## config.mk

```make
export PLATFORM = sky130hd
export DESIGN_NAME = tblink_rpc_ep_mc
export DESIGN_NICKNAME = d
export VERILOG_FILES = /design/src/rtl/tblink_rpc_ep_mc.sv
export SDC_FILE = /design/constraint.sdc
export NUM_CORES = 1
export LEC_CHECK = 0
export CAP_MARGIN = 25
export CORE_UTILIZATION = 40
export DETAILED_ROUTE_END_ITERATION = 10
export PLACE_DENSITY = 0.67
export SLEW_MARGIN = 15
export SYNTH_ARGS = -nofsm -noshare
export SYNTH_HDL_FRONTEND = slang
export SYNTH_SLANG_ARGS = --single-unit
```

## constraint.sdc

```tcl
create_clock -name uclock -period 4 [get_ports uclock]
set_input_delay 0.8 -clock uclock [delete_from_list [all_inputs] [get_ports uclock]]
set_output_delay 0.8 -clock uclock [all_outputs]
set_load 0.05 [all_outputs]
```

## src/rtl/tblink_rpc_ep_mc.sv

```systemverilog
// rtl/tblink_rpc_ep_mc.sv - multi-channel tblink RPC ring endpoint (optional round-robin: TBLINK_RPC_EP_MC_RR_EN)

// Byte FIFO; accepts nothing while reset is held so upstream sees ready low.
module tblink_rpc_ep_mc_fifo #(
    parameter int DEPTH = 4
) (
    input  logic       uclock,
    input  logic       reset,
    input  logic [7:0] in_dat,
    input  logic       in_valid,
    output logic       in_ready,
    output logic [7:0] out_dat,
    output logic       out_valid,
    input  logic       out_ready
);
    localparam int AW = $clog2(DEPTH);

    logic [7:0]  mem [DEPTH];
    logic [AW:0] wptr, rptr;
    logic        full, empty, push, pop;

    assign empty     = (wptr == rptr);
    assign full      = (wptr[AW] != rptr[AW]) && (wptr[AW-1:0] == rptr[AW-1:0]);
    assign in_ready  = !full && !reset;
    assign out_valid = !empty;
    assign out_dat   = mem[rptr[AW-1:0]];
    assign push      = in_valid && in_ready;
    assign pop       = out_valid && out_ready;

    // Pointer update; reset empties the FIFO.
    always_ff @(posedge uclock or posedge reset) begin
        if (reset) begin
            wptr <= '0;
            rptr <= '0;
        end else begin
            if (push) wptr <= wptr + 1'b1;
            if (pop)  rptr <= rptr + 1'b1;
        end
    end

    // Storage write.
    always_ff @(posedge uclock) begin
        if (push) mem[wptr[AW-1:0]] <= in_dat;
    end
endmodule

module tblink_rpc_ep_mc #(
    parameter int ADDR_BASE  = 1,
    parameter int N_TIP      = 2,
    parameter int FIFO_DEPTH = 4
) (
    input  logic               uclock,
    input  logic               reset,
    input  logic               hreq_i,
    output logic               hreq_o,
    input  logic [N_TIP-1:0]   tip_hreq,
    input  logic [7:0]         neti_dat,
    input  logic               neti_valid,
    output logic               neti_ready,
    output logic [7:0]         neto_dat,
    output logic               neto_valid,
    input  logic               neto_ready,
    output logic [8*N_TIP-1:0] tipo_dat,
    output logic [N_TIP-1:0]   tipo_valid,
    input  logic [N_TIP-1:0]   tipo_ready,
    input  logic [8*N_TIP-1:0] tipi_dat,
    input  logic [N_TIP-1:0]   tipi_valid,
    output logic [N_TIP-1:0]   tipi_ready
);
    if (ADDR_BASE < 1 || ADDR_BASE + N_TIP - 1 > 127 || N_TIP < 1 || N_TIP > 8 ||
        FIFO_DEPTH < 2 || (FIFO_DEPTH & (FIFO_DEPTH - 1)) != 0) begin : g_bad_param
        $fatal(1, "tblink_rpc_ep_mc: illegal ADDR_BASE/N_TIP/FIFO_DEPTH");
    end

    localparam int          NSRC   = N_TIP + 1;
    localparam logic [3:0]  RT_NET = 4'd8;
    localparam logic [7:0]  BASE8  = 8'(ADDR_BASE);
    localparam logic [7:0]  TOP8   = 8'(ADDR_BASE + N_TIP);

    typedef enum logic [1:0] {HDR, CNT, PAY} p_state_t;
    typedef enum logic [1:0] {O_IDLE, O_HDR, O_CNT, O_PAY} o_state_t;

    p_state_t   p_state, p_next;
    o_state_t   o_state, o_next;
    logic [3:0] rt, tgt, src, pick;
    logic [8:0] cnt, ocnt;
    logic [7:0] dest8;
    logic       owned, hdr_drop, tgt_ready, neti_hs, neto_hs, found;
    logic       pass_push, pass_in_ready;
    logic [N_TIP-1:0] tipo_push, tipo_in_ready;
    logic [N_TIP:0]   src_valid, src_pop;
    logic [7:0]       src_dat [NSRC];

    assign hreq_o = hreq_i | (|tip_hreq);
    assign dest8  = {1'b0, neti_dat[6:0]};
    assign owned  = (dest8 >= BASE8) && (dest8 < TOP8);

    tblink_rpc_ep_mc_fifo #(.DEPTH(FIFO_DEPTH)) u_pass (
        .uclock(uclock), .reset(reset),
        .in_dat(neti_dat), .in_valid(pass_push), .in_ready(pass_in_ready),
        .out_dat(src_dat[0]), .out_valid(src_valid[0]), .out_ready(src_pop[0])
    );

    for (genvar k = 0; k < N_TIP; k++) begin : g_tip
        tblink_rpc_ep_mc_fifo #(.DEPTH(FIFO_DEPTH)) u_tipo (
            .uclock(uclock), .reset(reset),
            .in_dat(neti_dat), .in_valid(tipo_push[k]), .in_ready(tipo_in_ready[k]),
            .out_dat(tipo_dat[8*k+:8]), .out_valid(tipo_valid[k]), .out_ready(tipo_ready[k])
        );
        tblink_rpc_ep_mc_fifo #(.DEPTH(FIFO_DEPTH)) u_tipi (
            .uclock(uclock), .reset(reset),
            .in_dat(tipi_dat[8*k+:8]), .in_valid(tipi_valid[k]), .in_ready(tipi_ready[k]),
            .out_dat(src_dat[k+1]), .out_valid(src_valid[k+1]), .out_ready(src_pop[k+1])
        );
    end

    // Input parser: route the current byte, drop owned headers, track payload count.
    always_comb begin
        p_next    = p_state;
        tgt       = rt;
        hdr_drop  = 1'b0;
        if (p_state == HDR) begin
            if (owned) begin
                tgt      = 4'(dest8 - BASE8);
                hdr_drop = 1'b1;
            end else begin
                tgt = RT_NET;
            end
        end
        tgt_ready = (tgt == RT_NET) ? pass_in_ready : 1'b0;
        for (int k = 0; k < N_TIP; k++)
            if (tgt == 4'(k)) tgt_ready = tipo_in_ready[k];
        neti_ready = hdr_drop ? !reset : tgt_ready;
        neti_hs    = neti_valid && neti_ready;
        pass_push  = neti_hs && !hdr_drop && (tgt == RT_NET);
        for (int k = 0; k < N_TIP; k++)
            tipo_push[k] = neti_hs && !hdr_drop && (tgt == 4'(k));
        case (p_state)
            HDR:     if (neti_hs) p_next = CNT;
            CNT:     if (neti_hs) p_next = PAY;
            PAY:     if (neti_hs && cnt == 9'd0) p_next = HDR;
            default: p_next = HDR;
        endcase
    end

    // Parser state register.
    always_ff @(posedge uclock or posedge reset) begin
        if (reset) p_state <= HDR;
        else       p_state <= p_next;
    end

    // Parser route and payload counter.
    always_ff @(posedge uclock or posedge reset) begin
        if (reset) begin
            rt  <= RT_NET;
            cnt <= '0;
        end else if (neti_hs) begin
            if (p_state == HDR) rt <= tgt;
            if (p_state == CNT) cnt <= {1'b0, neti_dat};
            if (p_state == PAY && cnt != 9'd0) cnt <= cnt - 1'b1;
        end
    end

`ifdef TBLINK_RPC_EP_MC_RR_EN
    logic [3:0] rr_ptr;

    // Round-robin search start; moves past each grant.
    always_ff @(posedge uclock or posedge reset) begin
        if (reset) rr_ptr <= '0;
        else if (o_state == O_IDLE && found) rr_ptr <= 4'((int'(pick) + 1) % NSRC);
    end
`endif

    // Out arbiter: pick a source in idle, then stream its whole packet to neto.
    always_comb begin
        o_next     = o_state;
        neto_valid = 1'b0;
        neto_dat   = 8'h00;
        src_pop    = '0;
        pick       = '0;
        found      = 1'b0;
`ifdef TBLINK_RPC_EP_MC_RR_EN
        for (int i = 0; i < NSRC; i++) begin
            int idx;
            idx = (int'(rr_ptr) + i) % NSRC;
            if (!found && src_valid[idx]) begin
                pick  = 4'(idx);
                found = 1'b1;
            end
        end
`else
        for (int i = 0; i < NSRC; i++) begin
            if (!found && src_valid[i]) begin
                pick  = 4'(i);
                found = 1'b1;
            end
        end
`endif
        for (int k = 0; k < NSRC; k++) begin
            if (src == 4'(k)) begin
                neto_valid = (o_state != O_IDLE) && src_valid[k];
                neto_dat   = (o_state != O_IDLE) ? src_dat[k] : 8'h00;
            end
        end
        neto_hs = neto_valid && neto_ready;
        for (int k = 0; k < NSRC; k++)
            src_pop[k] = neto_hs && (src == 4'(k));
        case (o_state)
            O_IDLE:  if (found) o_next = O_HDR;
            O_HDR:   if (neto_hs) o_next = O_CNT;
            O_CNT:   if (neto_hs) o_next = O_PAY;
            O_PAY:   if (neto_hs && ocnt == 9'd0) o_next = O_IDLE;
            default: o_next = O_IDLE;
        endcase
    end

    // Arbiter state register.
    always_ff @(posedge uclock or posedge reset) begin
        if (reset) o_state <= O_IDLE;
        else       o_state <= o_next;
    end

    // Granted source and outgoing payload counter.
    always_ff @(posedge uclock or posedge reset) begin
        if (reset) begin
            src  <= '0;
            ocnt <= '0;
        end else begin
            if (o_state == O_IDLE && found) src <= pick;
            if (o_state == O_CNT && neto_hs) ocnt <= {1'b0, neto_dat};
            if (o_state == O_PAY && neto_hs && ocnt != 9'd0) ocnt <= ocnt - 1'b1;
        end
    end
endmodule

```

# [After elaboration in Yosys (flattened, before gate mapping)]
# Memory sizes are Yosys's and may differ from the RTL's.
# Index checks and enable logic that the tools add are counted.
[op_classes] addsub=13 magnitude_cmp=2 n_eq_ne=31 mux=45 bitwise=1 n_reduce_logical=71
[ops] op="$mux 8" n=6
[ops] op="$logic_and 1x1->1" n=42
[ops] op="$mux 9" n=4
[ops] op="$add 3x1->3 const B" n=10
[ops] op="$mux 1" n=23
[ops] op="$logic_not 9->1" n=2
[ops] op="$reduce_bool 9->1" n=2
[ops] op="$sub 9x1->9 const B" n=2
[ops] op="$eq 3x3->1" n=5
[ops] op="$mux 2" n=7
[ops] op="$ne 2x2->1 const B" n=7
[ops] op="$logic_not 1->1" n=13
[ops] op="$mux 4" n=3
[ops] op="$eq 2x2->1" n=5
[ops] op="$eq 4x1->1 const B" n=2
[ops] op="$logic_not 4->1" n=2
[ops] op="$pmux 2 s4" n=1
[ops] op="$ge 7x1->1 const B" n=1
[ops] op="$lt 7x2->1 const B" n=1
[ops] op="$eq 2x2->1 const B" n=3
[ops] op="$pmux 2 s3" n=1
[ops] op="$reduce_bool 2->1" n=3
[ops] op="$ne 1x1->1" n=5
[ops] op="$eq 2x1->1 const B" n=2
[ops] op="other kinds (9)" n=11
[word_totals] reg_bits=60 ramBits=160 in_bits=35 output_inout_bits=31 elab_cells=184 mem_count=5
[mem_list] memory="g_tip[0].u_tipi.mem" words=4 width=8 read_ports=1 rd_clocked_by_memory_dff=0 wr=1 line="18" text="logic [7:0] mem [DEPTH];"
[mem_list] memory="g_tip[0].u_tipo.mem" words=4 width=8 read_ports=1 rd_clocked_by_memory_dff=0 wr=1 line="18"
[mem_list] memory="g_tip[1].u_tipi.mem" words=4 width=8 read_ports=1 rd_clocked_by_memory_dff=0 wr=1 line="18"
[mem_list] memory="g_tip[1].u_tipo.mem" words=4 width=8 read_ports=1 rd_clocked_by_memory_dff=0 wr=1 line="18"
[mem_list] memory="u_pass.mem" words=4 width=8 read_ports=1 rd_clocked_by_memory_dff=0 wr=1 line="18"

# [Logic depth before layout (Yosys ltp)]
[depth] ltp_word=15 depth_mapped=10 ltp_nobuf=9

# [By module]
# A second synthesis with hierarchy kept.
[hier_totals] hier_cells=678 hier_area_um2=10422.5
[by_module_without_submodules] mod="tblink_rpc_ep_mc_fifo (g_tip[0].u_tipi ...)" n_inst=3 cells_each=83 area_per_inst_um2=1639.1 seq_area_each_um2=1111.1
[by_module_without_submodules] mod="tblink_rpc_ep_mc" n_inst=1 cells_each=264 area_per_inst_um2=2240.9 seq_area_each_um2=701.9
[by_module_without_submodules] mod="tblink_rpc_ep_mc_fifo (g_tip[1].u_tipo)" n_inst=1 cells_each=85 area_per_inst_um2=1640.3 seq_area_each_um2=1111.1
[by_module_without_submodules] mod="tblink_rpc_ep_mc_fifo (u_pass)" n_inst=1 cells_each=80 area_per_inst_um2=1624.1 seq_area_each_um2=1111.1

# [Least setup slack after synthesis]
# Ideal clock, no wire load.
[synth_path] path_kind="input-to-output" start="in reset" end="out neti_ready" t_arrival_ns=2.905 t_required_ns=3.200 path_slack_ns=0.295 path_stages=5 path_buffers=0 path_cell_list="inv_1 o311a_1 nand4_1 o211a_4 inv_6"
[synth_via] elab_chain_len=6 word_cells_on_any_way=8 classes_between="4 x mux; 4 x reduce/logical"
[synth_rtl] element="from (decl)" line="53" text="input logic reset,"
[synth_rtl] element="$logic_not 1->1 *" line="24, 133"
[synth_rtl] element="$logic_and 1x1->1" line="24" text="assign in_ready = !full && !reset;"
[synth_rtl] element="$mux 1" line="130" text="tgt_ready = (tgt == RT_NET) ? pass_in_ready : 1'b0;"
[synth_rtl] element="$mux 1 (2 in a row)" line="132" text="if (tgt == 4'(k)) tgt_ready = tipo_in_ready[k];"
[synth_rtl] element="$mux 1 *" line="133" text="neti_ready = hdr_drop ? !reset : tgt_ready;"
[synth_rtl] element="to (decl)" line="59" text="output logic neti_ready,"
# Every way passes the cells marked *; elsewhere a longest branch is shown, timed or not.

# [Worst setup path after layout]
[layout_path] start="reg u_pass.rptr[0]" end="out neto_dat[2]"
[layout_via] elab_chain_len=5
[layout_rtl] element="from (decl)" line="19" text="logic [AW:0] wptr, rptr;"
[layout_rtl] element="from (signal assigned)" line="37" text="if (pop) rptr <= rptr + 1'b1;"
[layout_rtl] element="$mem_v2 4x8"
[layout_rtl] element="$mux 8" line="202" text="neto_dat = (o_state != O_IDLE) ? src_dat[k] : 8'h00;"
[layout_rtl] element="$mux 8 (3 in a row)" line="200" text="if (src == 4'(k)) begin"
[layout_rtl] element="to (decl)" line="60" text="output logic [7:0] neto_dat,"
# No other way between the ends.

==> results.md <==
- Tmin final: roughly 3.9 ns
- Worst-Skew Late Latency: ~0.50 ns
- Clock-pin slew on the worst setup and hold paths: around 0.060 ns
- Setup TNS: 0 ns
- Total die area: between 20,000 and 30,000 um^2
- Final wirelength: between 20,000 and 25,000 um
- Total area of sequential cells: 6260 um^2
- Synth top area cells: edfxtp_1 49%, dfrtp_1 14%, mux4_2 9.1%
- Pin count of the biggest net entering global routing: 59
- Main combinational cell family by area after synthesis: multiplexers
- Inst Count DP: 1,021
- Crit start category: flop
- Seq cells post-synth: between 200 and 250
- Min-Delay Startpoint: g_tip[1].u_tipi.wptr[2]
- Drt wl/cell: ~19 um
- Number of vias per cell: 5.42
- Netlist Area Pre-Place: just under 10,000 um^2
- Initial Utilization: 0.407
- Total gr overflow: 0
- Share of cells above drive strength 1: 0.161
- Residual DRC count: 0
- Fin. Hold Viols: 0
- TritonCTS buffer count: 23
- Initial antenna violation count: 0
- Mux contribution to synthesized area: 0.107
- Vias in the first global route: about 6,000
- Clock Sinks: 218
- Reg-to-reg slack, setup: 1.37 ns
- Commonest cells in the netlist: 160 x edfxtp_1, 57 x dfrtp_1, 40 x mux4_2
- Critical Path AT: slightly above 3 ns
- Critical path class: flop to primary output
- Hold Buf Count CTS: 0
- I/O Buffers: between 60 and 70
- Simple-Gate Fraction of Synth Area: 0.0847
- Area leader, netlist: edfxtp_1
- Outcome: completed
- RSZ-0062 raised after global routing: no
- Row count: 57
- Xor/xnor share of the synthesized area: 0.0345
- DR vias: a little under 6,000
- Fmax: 258 MHz
- R2R Path End: u_pass.mem[3][1]
- Syn Inst Count: 646
- GRT Util Overall: 0.163
- Num ports: between 60 and 70
- NumNets Final: approximately 800
- Worst setup EP type: primary output
- Clock Skew: just over 0.008 ns
- Hold depth: 1
- Synth Flop Type: edfxtp_1
- Final Non-Filler Cells: ~1,100
- Final setup fails: 0
- Max cap viols: 0
- Chip width: between 150 and 200 um
- RePlAce Congestion: approximately 0.92
- WP data required: 3.20 ns
- PD cells: 790 nW/um^2
- Compound-gate portion of the synthesized area: 0.0713
- Fillers: 2,057
- Synth-to-layout area growth: 18.3%
- Yosys warnings: 0
- Syn avg cell area: around 15 um^2
- Highest ir drop seen on vdd: 0.000847 V
- Die Ht: 159 um
- Seq/Total Area, Yosys: 0.632
- Final Max Slew Viols: 0
- Crit Reg-Reg Startpoint: u_pass.rptr[0]
- Post-synth EDFFs: 160
- Static Leak: approximately 4.2 nW
- Endpoint, Worst Hold: g_tip[1].u_tipi.wptr[2]
- Pre-antenna DRT Iters: 5
- Worst relative slew slack: 0.468
- Adder-Cell Fraction of Synth Area: 0.0417
- Dpl ws: between 0.2 and 0.3 ns
- N_diodes: 0
- CTS Root Buffer Type: clkbuf_16
- Worst-Margin Slew: approximately 0.8 ns
- Synth async-reset ratio: 0.266
- Final setup margin: 0.119 ns
- TritonCTS clock tree: done
- CTS Buffer Depth: 3
- FF-to-FF path depth: 6
- Share of the clock period used by the worst path: 0.970
- First-pass GRT wire length: around 32,000 um
- Core ar.: between 20,000 and 25,000 um^2
- Top-count cell post-synth: edfxtp_1
- Iter 0 DRT Violations: approximately 430
- Share of the synthesized area in the top cell type: 0.486
- Peak fanout along the critical path: 7
- Synthesized Nets: ~710
- Area of the multi-input gates: between 3000 and 4000 um^2
- CTS H-tree depth: 1
- Worst hold path type: flop to flop
- Hpwl dp: roughly 14,000 um
- Routed Antenna Nets: 0
- Library cells used by synthesis: 72
[cell usage in the layout (no fill, tap or decap), drive strengths merged, types with 4 or more instances in the layout]
master / instances
ha: 33
clkbuf: 29
a22oi: 6
o21ai: 20
mux4: 40
nor4: 4
a21oi: 15
xor2: 19
nor2: 23
xnor2: 20
bufinv: 5
clkinv: 6
nor2b: 10
a211oi: 6
mux2: 12
nor3: 15
and3: 12
nand3: 8
buf: 14
a31oi: 7
dfrtp: 57
edfxtp: 160
inv: 30
nand2b: 6
nand4: 4
nand2: 37
clkdlybuf4s50: 63
and2: 16
or3: 7
[what timing repair did]
action,CTS,global route
buffers inserted,0,0
endpoints found under the setup margin,0,5
hold endpoints to repair,0,0
gates resized for setup,0,3
[worst max-delay path: stages, from the launching register on]
cell and delay (ns):
dfrtp_1 0.57, buf_4 0.27, mux4_2 0.54, and2_1 0.19, a221o_1 0.30, clkdlybuf4s50_1 0.71
[cells by family (layout without fill, tap and decap cells)]
kind of cell	count (synthesis)	count (layout)
flip-flops	218	218
XOR/XNOR	39	39
multiplexers	54	54
buffers and inverters	56	148
AO/OA/AOI/OAI	94	94
AND/OR/NAND/NOR	152	152
adder cells (fa/ha/maj)	33	33
[metrics by stage]
step	power (mW)	hold slack, ns	instance area (um^2)	util
after floorplan	5.99	0.459	9900	-
after global placement	6.90	0.480	10900	0.447
after detailed placement	7.00	0.478	10900	0.447
after CTS	9.30	0.488	11700	0.481
after global routing	9.74	0.504	11700	0.481
final	9.25	0.487	11700	0.481
[state kept, by name (all words and copies together), names as in the netlist]
name and flops:
rt 4, g_tip.u_tipo.rptr 6, g_tip.u_tipi.rptr 6, g_tip.u_tipi.mem 64
p_state 2, u_pass.rptr 3, g_tip.u_tipo.wptr 6, u_pass.wptr 3
cnt 9, u_pass.mem 32, src 2, ocnt 9
g_tip.u_tipo.mem 64, o_state 2, g_tip.u_tipi.wptr 6
[per-layer routing]
layer,track usage,share of wire,vias to the layer above
li1,-,-,2636
met3,0.0219,0.042,28
met1,0.216,0.44,2928
met4,0.0424,0.019,0
met5,0,0,-
met2,0.282,0.50,169
[worst max-delay path by stage]
stage,startpoint,endpoint
after floorplan,reset,neti_ready
after global placement,neti_dat[0],neti_ready
after detailed placement,neti_dat[0],neti_ready
after CTS,u_pass.rptr[0],neto_dat[2]
after global routing,u_pass.rptr[0],neto_valid
final,u_pass.rptr[0],neto_dat[2]
[power by group]
part           total (mW)  switching (mW)  internal, mW  leakage (nW)
logic                3.61            2.12          1.50          1.66
clock network        2.29           0.855          1.43         0.398
registers            3.35           0.535          2.81          2.15
[cell type report]
cell class                 instances  area share
inverter                          30      0.0100
clock buffer                      29      0.0536
tap                              324      0.0346
clock inverter                    12      0.0161
timing repair buffer              77      0.0639
sequential                       218       0.535
multi-input combinational        372       0.287
(Power assumes the default switching activity.)
